### src/rtl/morse_pkg.sv
// Shared definitions for the Morse decoder: FSM encoding, sizing defaults
// and ASCII constants.
package morse_pkg;

    typedef enum logic [1:0] {
        ST_IDLE   = 2'd0,
        ST_SETTLE = 2'd1,
        ST_ACK    = 2'd2,
        ST_SPACE  = 2'd3
    } state_t;

    localparam int unsigned MAX_LEN_DEF = 5;  // elements per symbol
    localparam int unsigned SYM_LEN_W   = 3;  // width of the element counter
    localparam int unsigned LUT_W       = 5;  // longest pattern in the table

    localparam logic [7:0] ASCII_SPACE = 8'h20;
    localparam logic [7:0] ASCII_QMARK = 8'h3F;

endpackage

### src/rtl/morse_lut.sv
// Combinational Morse table: LSB-first element bits (dot=0, dash=1) plus
// length in, ASCII letter/digit out with a valid flag.
module morse_lut
    import morse_pkg::*;
(
    input  logic [LUT_W-1:0]     symbol,
    input  logic [SYM_LEN_W-1:0] len,
    output logic [7:0]           ascii,
    output logic                 valid
);

    logic [LUT_W-1:0] val;

    // Re-pack to reading order (first element is MSB of a len-bit value) so
    // the table below reads like the written code, then look it up.
    always_comb begin
        val = '0;
        for (int unsigned i = 0; i < LUT_W; i++) begin
            if (i < 32'(len)) val = {val[LUT_W-2:0], symbol[i]};
        end
        ascii = 8'h00;
        valid = 1'b1;
        case ({len, val})
            {3'd2, 5'b00001}: ascii = 8'h41; // A .-
            {3'd4, 5'b01000}: ascii = 8'h42; // B -...
            {3'd4, 5'b01010}: ascii = 8'h43; // C -.-.
            {3'd3, 5'b00100}: ascii = 8'h44; // D -..
            {3'd1, 5'b00000}: ascii = 8'h45; // E .
            {3'd4, 5'b00010}: ascii = 8'h46; // F ..-.
            {3'd3, 5'b00110}: ascii = 8'h47; // G --.
            {3'd4, 5'b00000}: ascii = 8'h48; // H ....
            {3'd2, 5'b00000}: ascii = 8'h49; // I ..
            {3'd4, 5'b00111}: ascii = 8'h4A; // J .---
            {3'd3, 5'b00101}: ascii = 8'h4B; // K -.-
            {3'd4, 5'b00100}: ascii = 8'h4C; // L .-..
            {3'd2, 5'b00011}: ascii = 8'h4D; // M --
            {3'd2, 5'b00010}: ascii = 8'h4E; // N -.
            {3'd3, 5'b00111}: ascii = 8'h4F; // O ---
            {3'd4, 5'b00110}: ascii = 8'h50; // P .--.
            {3'd4, 5'b01101}: ascii = 8'h51; // Q --.-
            {3'd3, 5'b00010}: ascii = 8'h52; // R .-.
            {3'd3, 5'b00000}: ascii = 8'h53; // S ...
            {3'd1, 5'b00001}: ascii = 8'h54; // T -
            {3'd3, 5'b00001}: ascii = 8'h55; // U ..-
            {3'd4, 5'b00001}: ascii = 8'h56; // V ...-
            {3'd3, 5'b00011}: ascii = 8'h57; // W .--
            {3'd4, 5'b01001}: ascii = 8'h58; // X -..-
            {3'd4, 5'b01011}: ascii = 8'h59; // Y -.--
            {3'd4, 5'b01100}: ascii = 8'h5A; // Z --..
            {3'd5, 5'b11111}: ascii = 8'h30; // 0 -----
            {3'd5, 5'b01111}: ascii = 8'h31; // 1 .----
            {3'd5, 5'b00111}: ascii = 8'h32; // 2 ..---
            {3'd5, 5'b00011}: ascii = 8'h33; // 3 ...--
            {3'd5, 5'b00001}: ascii = 8'h34; // 4 ....-
            {3'd5, 5'b00000}: ascii = 8'h35; // 5 .....
            {3'd5, 5'b10000}: ascii = 8'h36; // 6 -....
            {3'd5, 5'b11000}: ascii = 8'h37; // 7 --...
            {3'd5, 5'b11100}: ascii = 8'h38; // 8 ---..
            {3'd5, 5'b11110}: ascii = 8'h39; // 9 ----.
            default:          valid = 1'b0;
        endcase
    end

endmodule

### src/rtl/morse_decoder.sv
// Morse decoder: collects dot/dash events from an upstream timer over a
// four-phase writing/read handshake and emits ASCII characters and spaces.
module morse_decoder
    import morse_pkg::*;
#(
    parameter int unsigned MAX_LEN  = MAX_LEN_DEF,
    parameter logic [7:0]  CHAR_ERR = ASCII_QMARK
) (
    input  logic                 clk,
    input  logic                 reset,
    input  logic                 dot,
    input  logic                 dash,
    input  logic                 interchar,
    input  logic                 interword,
    input  logic                 writing,
    input  logic                 flush,
    output logic                 read,
    output logic [7:0]           char_out,
    output logic                 char_valid,
    output logic [SYM_LEN_W-1:0] sym_len
);

    state_t                state_q, state_d;
    logic [MAX_LEN-1:0]    symbol_q, symbol_d;
    logic [SYM_LEN_W-1:0]  sym_len_q, sym_len_d;
    logic                  ovf_q, ovf_d;
    logic                  word_open_q, word_open_d;
    logic [7:0]            char_out_q, char_out_d;
    logic                  char_valid_q, char_valid_d;

    logic [7:0]            lut_char;
    logic                  lut_valid;
    logic [7:0]            sym_char;
    logic                  pending;
    logic                  do_emit;

    morse_lut u_lut (
        .symbol (LUT_W'(symbol_q)),
        .len    (sym_len_q),
        .ascii  (lut_char),
        .valid  (lut_valid)
    );

    assign pending  = (sym_len_q != '0);
    assign sym_char = (ovf_q || !lut_valid) ? CHAR_ERR : lut_char;

    // State and datapath registers; reset aborts any event in flight.
    always_ff @(posedge clk or negedge reset) begin
        if (!reset) begin
            state_q      <= ST_IDLE;
            symbol_q     <= '0;
            sym_len_q    <= '0;
            ovf_q        <= 1'b0;
            word_open_q  <= 1'b0;
            char_out_q   <= '0;
            char_valid_q <= 1'b0;
        end else begin
            state_q      <= state_d;
            symbol_q     <= symbol_d;
            sym_len_q    <= sym_len_d;
            ovf_q        <= ovf_d;
            word_open_q  <= word_open_d;
            char_out_q   <= char_out_d;
            char_valid_q <= char_valid_d;
        end
    end

    // Next-state, symbol accumulation and character/space emission.
    always_comb begin
        state_d      = state_q;
        symbol_d     = symbol_q;
        sym_len_d    = sym_len_q;
        ovf_d        = ovf_q;
        word_open_d  = word_open_q;
        char_out_d   = char_out_q;
        char_valid_d = 1'b0;
        do_emit      = 1'b0;

        case (state_q)
            ST_IDLE: begin
                if (writing)              state_d = ST_SETTLE;
                else if (flush && pending) do_emit = 1'b1;
            end
            ST_SETTLE: begin
                state_d = ST_ACK;
                if (interword) begin
                    do_emit = pending;
                    // A character emitted here also opens the word, so the
                    // space follows it one cycle later via SPACE.
                    if (word_open_q || pending) state_d = ST_SPACE;
                end else if (interchar) begin
                    do_emit = pending;
                end else if (dash || dot) begin
                    if (sym_len_q == SYM_LEN_W'(MAX_LEN)) begin
                        ovf_d = 1'b1;
                    end else begin
                        for (int unsigned i = 0; i < MAX_LEN; i++) begin
                            if (i == 32'(sym_len_q)) symbol_d[i] = dash;
                        end
                        sym_len_d = sym_len_q + SYM_LEN_W'(1);
                    end
                end
            end
            ST_SPACE: begin
                char_out_d   = ASCII_SPACE;
                char_valid_d = 1'b1;
                word_open_d  = 1'b0;
                state_d      = ST_ACK;
            end
            ST_ACK: begin
                if (!writing) state_d = ST_IDLE;
            end
            default: state_d = ST_IDLE;
        endcase

        if (do_emit) begin
            char_out_d   = sym_char;
            char_valid_d = 1'b1;
            symbol_d     = '0;
            sym_len_d    = '0;
            ovf_d        = 1'b0;
            word_open_d  = 1'b1;
        end
    end

    assign read       = (state_q == ST_ACK) || (state_q == ST_SPACE);
    assign char_out   = char_out_q;
    assign char_valid = char_valid_q;
    assign sym_len    = sym_len_q;

endmodule

### config.mk
export PLATFORM = sky130hd
export DESIGN_NAME = morse_decoder
export DESIGN_NICKNAME = d
export VERILOG_FILES = /design/src/rtl/morse_pkg.sv /design/src/rtl/morse_lut.sv /design/src/rtl/morse_decoder.sv
export SDC_FILE = /design/constraint.sdc
export NUM_CORES = 1
export LEC_CHECK = 0
export BUFFER_PORTS_ARGS = -buffer_cell sky130_fd_sc_hd__buf_2
export CAP_MARGIN = 20
export CORE_MARGIN = 3
export CORE_UTILIZATION = 45
export DETAILED_ROUTE_END_ITERATION = 8
export PLACE_DENSITY = 0.68
export SYNTH_ARGS = -nofsm -noshare
export SYNTH_HDL_FRONTEND = slang
export SYNTH_SLANG_ARGS = --single-unit
### constraint.sdc
create_clock -name clk -period 2.3 [get_ports clk]
set_clock_uncertainty 0.1 [all_clocks]
set_input_delay 0.23 -clock clk [delete_from_list [all_inputs] [get_ports clk]]
set_output_delay 0.23 -clock clk [all_outputs]
set_load 0.02 [all_outputs]
==> out/metrics.yaml, run 1 <==
floorplan:
  core_area_um2: 3720
  die_h_um: 68.4
  row_count: 22
  dieArea_um2: 4680
  die_w_um: 68.4
  io_pins: 21
  initial_core_util: 0.472
layout:
  nFillCells: 357
  fin_area_um2: 2110
  drive_gt1_frac: 0.272
  fin_nets: 259
  syn2layout_area_growth_pct: 20.0
  diodes: 0
  mostFrequentLayoutCells: "24 x buf_4, 20 x nor2_1, 19 x nand2_1, 19 x buf_2, 18 x dfrtp_1"
  layout.cells.most_common: "buf_4"
  finalNonFillerCells: 294
  fin_util: 0.567
critical_path:
  crit_path_end_kind: "flip-flop"
  reg2reg_depth: 7
  reg2reg_from: "sym_len[1]"
  r2r-end: "char_out[6]"
  crit_fanout: 6
  crit_type: "reg2reg"
  worstPathArrival_ns: 2.26
  worstPathRequired_ns: 2.35
  r2r_slack_ns: 0.09
  cp-start-kind: "flip-flop"
grt:
  grtUsageTotal: 0.219
  grt_pass1_vias: 1537
  overflow: 0
  antenna_found_initial: 0
  grt_max_degree: 21
  grt_pass1_wl_mm: 7.58
power:
  p_int_uw: 1340
  power_frac_clock: 0.137
  swShare: 0.473
  comb_power_share: 0.629
  p_leak_uw: 0.000936
  p_switching_uw: 1200
  pwr-share-seq: 0.233
  vdd_ir_drop_max_uv: 506
  p_per_area_nw_per_um2: 1210
synthesis:
  synth_xor_area_frac: 0.00999
  ys_types: 59
  synth_cells: 214
  synth-edff-count: 0
  synth_compound_area_frac: 0.316
  synth_top_family_by_area: "compound AO/OA/AOI/OAI gates"
  ys.warnings.count: 0
  synth-seq-area-share: 0.285
  syn_area_um2: 1750
  synthSimpleGateAreaFrac: 0.264
  syn_avg_cell_area_um2: 8.20
  ys_async_sr_fraction: 1.00
  ys_ff_latch: 20
  synthAdderAreaFrac: 0.0285
  post_synth_mux_area_share: 0.0285
  synthFlopType: "dfrtp_1"
  synth_fp_nets: 226
clocking:
  cts_tree: "built"
  clk_path_buf_depth: 2
  clk_latency_ns: 0.26
  cts.clk_slew.worst_paths_ns: 0.08
  h-tree-depth: 1
  postCtsSetupBuffers: 0
  clockRootBuffer: "clkbuf_8"
  numCtsBuffers: 3
  cts.sinks: 20
placement:
  hpwl_mm: 3.58
  placed_cell_area_um2: 2010
  place_inst: 289
  place_congestion: 1.02
  numPortBuffers: 19
timing:
  slew_viol_final: 0
  worstMarginPinSlew_ns: 0.593
  fmax_mhz: 453
  hold_viol: 0
  period_needed_ns: 2.21
  rsz0062_at_grt: "no"
  holdWs_ns: 0.0990
  setup_viol: 0
  relSlewSlack: 0.601
  min_period_over_period: 0.959
  final.setup.tns_ns: 0
route:
  via_per_inst: 5.96
  vias: 1751
  drt_wl_total_mm: 4.73
  wire_per_inst_um: 16.1
  first_iter_violations: 209
  ant_nets: 0
  drc: 0
  firstDrtPassIters: 5
min_path:
  hold_start: "writing"
  holdCritPathClass: "in2reg"
  whs_endpoint: "state_q[1]"
  holdPathStages: 2
status:
  outcome: "completed"
job:
  cap_violations: 0
## power groups by stage
stage,combinational [uW],clock [uW],sequential (uW)
3_5_place_dp,1560,0,591
3_3_place_gp,1550,0,587
2_1_floorplan,1040,0,648
5_1_grt,1770,370,612
6_report,1600,349,592
4_1_cts,1570,355,585
## cell families (layout without fill, tap and decap cells)
| group | count (synthesis) | count (layout) |
|---|---|---|
| multiplexers | 5 | 5 |
| flip-flops | 20 | 20 |
| other | 1 | 1 |
| buffers and inverters | 24 | 56 |
| XOR/XNOR | 2 | 2 |
| adder cells (fa/ha/maj) | 4 | 4 |
| AND/OR/NAND/NOR | 86 | 86 |
| AO/OA/AOI/OAI | 72 | 72 |
## Yosys cell counts (all sizes together), types with 2 or more instances
| master | number | area share |
|---|---|---|
| a31oi | 7 | 0.034 |
| clkbuf | 7 | 0.017 |
| or3b | 2 | 0.011 |
| nor3 | 7 | 0.023 |
| nand3 | 11 | 0.031 |
| a21oi | 18 | 0.056 |
| or2 | 2 | 0.0071 |
| nand2 | 19 | 0.041 |
| nand2b | 7 | 0.025 |
| mux2i | 5 | 0.029 |
| nor2b | 4 | 0.014 |
| o211ai | 4 | 0.017 |
| ha | 4 | 0.029 |
| nor2 | 21 | 0.049 |
| a32o | 4 | 0.023 |
| a21o | 4 | 0.017 |
| inv | 8 | 0.017 |
| o32ai | 2 | 0.021 |
| o211a | 3 | 0.017 |
| nor4b | 2 | 0.014 |
| nor4 | 3 | 0.011 |
| dfrtp | 20 | 0.29 |
| a221oi | 2 | 0.010 |
| buf | 9 | 0.031 |
| a21boi | 2 | 0.015 |
| o21ai | 14 | 0.040 |
| a41oi | 2 | 0.010 |
| nand4 | 4 | 0.018 |
## registers in the layout, indices dropped and copies added (netlist names)
signal and flops:
char_out 7, symbol_q 5, sym_len 3, state_q 2, char_valid 1, ovf_q 1
word_open_q 1
## through the flow
stage	setup WS [ns]	power, uW
after floorplan	0.0134	1680
after global placement	0.122	2140
after detailed placement	0.0712	2150
after CTS	0.0741	2510
after global routing	0.00231	2750
final	0.0933	2540
## timing repair
item,CTS,global route
endpoints found under the setup margin,0,6
hold buffers,1,0
gates resized for setup,0,5
hold endpoints to repair,20,0
## routing by layer
metal	global-route usage	vias up	part of all wire
li1	-	864	-
met1	0.310	820	0.47
met2	0.356	57	0.47
met3	0.0246	10	0.051
met4	0.0447	0	0.014
met5	0	-	0
## critical path, stage by stage (launching register included)
cell	delay (ns)
dfrtp_2	0.44
buf_4	0.18
and2b_1	0.27
nand2_1	0.09
nor4_1	0.52
nor3_2	0.14
buf_4	0.17
a32o_1	0.20
## worst max-delay path by stage
stage,startpoint,end,slack (ns),cells after the start
finish,sym_len[1],char_out[6],0.09,7
global route,sym_len[0],char_out[1],0.002,7
CTS,sym_len[0],char_out[6],0.07,7
detailed placement,sym_len[0],char_out[6],0.07,7
global placement,sym_len[0],char_out[0],0.12,7
floorplan,sym_len[0],char_out[0],0.01,9
## layout make-up
class | count | area [um^2] | area share
Inverter | 8 | 30.0 | 0.0143
Tap cell | 48 | 60.1 | 0.0285
Multi-Input combinational cell | 170 | 1160 | 0.549
Clock buffer | 3 | 41.3 | 0.0196
Sequential cell | 20 | 503 | 0.239
Clock inverter | 1 | 30.0 | 0.0143
Timing Repair Buffer | 44 | 285 | 0.135
Power figures use the tool's default switching activity.
==> run 2: changes to the inputs <==
CORE_UTILIZATION = 40   (was 45)
PLACE_DENSITY = 0.62   (was 0.68)
REMOVE_ABC_BUFFERS = 1   (was not set)
==> run 2 against run 1 <==
  * Combinational power about the same
  * Sequential cell count unchanged
  * Clock-buffer cell count stayed put
  * Via count is 1.4% higher
  * Fmax fell by 1.8%
  * Cell area rose by 1.1%
  * Cell count grew 1.0%
  * Hold slack better by 0.0020 ns
  * Utilization is 4.9 points lower
  * Largest power group unchanged
  * Routed wire length is 2.7% higher
  * Register-to-register slack worse by 0.04 ns
  * Sequential power up 2%
==> out/metrics.yaml, run 2 (synthesis gave the netlist of run 1 again) <==
status:
  outcome: "completed"  # unchanged
critical_path:
  crit_fanout: 8  # was 6
  crit_path_cell_trace: "or3b_4 > a21boi_4 > nor2_4 > o32ai_4 > nand4_4 > a32o_1"  # was buf_4 > and2b_1 > nand2_1 > nor4_1 > nor3_2 > buf_4 > a32o_1
  reg2reg_from: "sym_len[1]"  # unchanged
  r2r-end: "char_out[6]"  # unchanged
  reg2reg_depth: 6  # was 7
  crit_path_start: "sym_len[1]"  # unchanged
  worstPathRequired_ns: 2.35  # about the same
  crit_slowest_cell: "dfrtp_2"  # was nor4_1
  crit_path_end_kind: "flip-flop"  # unchanged
  worstSetupEndpoint: "char_out[6]"  # unchanged
  worstPathArrival_ns: 2.30  # was 2.26 ns
  r2r_slack_ns: 0.05  # was 0.09 ns
  crit_type: "reg2reg"  # unchanged
  cp-start-kind: "flip-flop"  # unchanged
  cp_slowest_stage_delay_ns: 0.45  # was 0.52 ns
route:
  wire_per_inst_um: 16.4  # was 16.1 um
  ant_nets: 0  # unchanged
  vias: 1776  # was 1,751
  via_per_inst: 5.98  # was 5.96
  drc: 0  # unchanged
  first_iter_violations: 136  # was 209
  drt_wl_total_mm: 4.86  # was 4.73 mm
  firstDrtPassIters: 5  # unchanged
layout:
  largest_register_ff_count: 7  # unchanged
  mostFrequentLayoutCells: "25 x buf_4, 20 x nor2_1, 19 x nand2_1, 19 x buf_2, 18 x dfrtp_1"  # was 24 x buf_4, 20 x nor2_1, 19 x nand2_1, 19 x buf_2, 18 x dfrtp_1
  finalNonFillerCells: 297  # was 294
  fin_nets: 260  # was 259
  layout.cells.most_common: "buf_4"  # unchanged
  fin_util: 0.517  # was 0.567
  drive_gt1_frac: 0.279  # was 0.272
  syn2layout_area_growth_pct: 21.4  # was 20.0%
  diodes: 0  # unchanged
  fin_area_um2: 2130  # was 2110 um^2
timing:
  setup_viol: 0  # unchanged
  slew_viol_final: 0  # unchanged
  min_period_over_period: 0.977  # was 0.959
  hold_viol: 0  # unchanged
  fmax_mhz: 445  # was 453 MHz
  holdWs_ns: 0.101  # was 0.0990 ns
  final.setup.tns_ns: 0  # unchanged
  period_needed_ns: 2.25  # was 2.21 ns
clocking:
  clk_latency_ns: 0.26  # about the same
  cts.sinks: 20  # unchanged
  numCtsBuffers: 3  # unchanged
  cts_tree: "built"  # unchanged
  h-tree-depth: 1  # unchanged
  clk_path_buf_depth: 2  # unchanged
  cts.clk_slew.worst_paths_ns: 0.08  # about the same
  clockRootBuffer: "clkbuf_8"  # unchanged
placement:
  numPortBuffers: 19  # unchanged
  hpwl_mm: 3.65  # was 3.58 mm
  placed_cell_area_um2: 2010  # about the same
  place_inst: 291  # was 289
  place_congestion: 0.909  # was 1.02
job:
  cap_violations: 0  # unchanged
power:
  vdd_ir_drop_max_uv: 389  # was 506 uV
  p_leak_uw: 0.000934  # was 0.000936 uW
  p_per_area_nw_per_um2: 1200  # was 1210 nW/um^2
grt:
  grtUsageTotal: 0.187  # was 0.219
  antenna_found_initial: 0  # unchanged
  grt_max_degree: 21  # unchanged
  overflow: 0  # unchanged
  grt_pass1_vias: 1510  # was 1,537
  grt_pass1_wl_mm: 7.65  # was 7.58 mm
floorplan:
  initial_core_util: 0.426  # was 0.472
  dieArea_um2: 5220  # was 4680 um^2
  row_count: 23  # was 22
  io_pins: 21  # unchanged
  die_w_um: 72.2  # was 68.4 um
  die_h_um: 72.2  # was 68.4 um
  core_area_um2: 4120  # was 3720 um^2
min_path:
  holdCritPathClass: "in2reg"  # unchanged
[run 2: critical path, delay by kind of cell, from the launching register on]
kind            cells  cell delay (ns)
flops               1             0.45
simple gates        3             0.70
compound gates      3             0.87
[run 2: layout make-up]
cell class                      count  area (um^2)
Multi-Input combinational cell    170         1170
Inverter                            8         30.0
Tap cell                           50         62.6
Clock buffer                        3         41.3
Clock inverter                      1         30.0
Timing Repair Buffer               45          293
Fill cell                         392         1990
Sequential cell                    20          503
[run 2: worst min path at each step]
stage | from | end | slack [ns] | cells after the start
after floorplan | reset | char_out[0] | -0.17 | 0
after detailed placement | reset | state_q[1] | 0.11 | 1
after CTS | writing | state_q[1] | 0.1 | 2
after global routing | writing | state_q[1] | 0.10 | 2
after global placement | reset | state_q[1] | 0.1 | 1
final | writing | state_q[1] | 0.10 | 2
[run 2: where the power goes]
part / leakage (uW) / switching (uW) / internal, uW
Sequential: 0.000255 / 127 / 475
Combinational: 0.000644 / 959 / 646
Clock: 0.0000357 / 123 / 233
Total: 0.000934 / 1210 / 1350
[run 2: timing repair]
| item | CTS | global route |
|---|---|---|
| hold buffers | 1 | 0 |
| endpoints found under the setup margin | 0 | 5 |
| setup buffers | 0 | 1 |
| gates resized for setup | 0 | 7 |
| endpoints found under the hold margin | 20 | 0 |
[run 2: metrics by stage]
step | setup slack (ns) | power, uW
finish | 0.0524 | 2560
global route | -0.00657 | 2730
CTS | 0.0116 | 2510
detailed placement | 0.0318 | 2140
global placement | 0.0851 | 2150
floorplan | -0.382 | 1590
[run 2: layer usage]
metal / global-route usage / wire [um] / vias to the layer above
li1: - / - / 864
met5: 0 / 0 / -
met3: 0.0194 / 307 / 9
met4: 0.0752 / 96 / 0
met1: 0.268 / 2320 / 814
met2: 0.287 / 2130 / 89
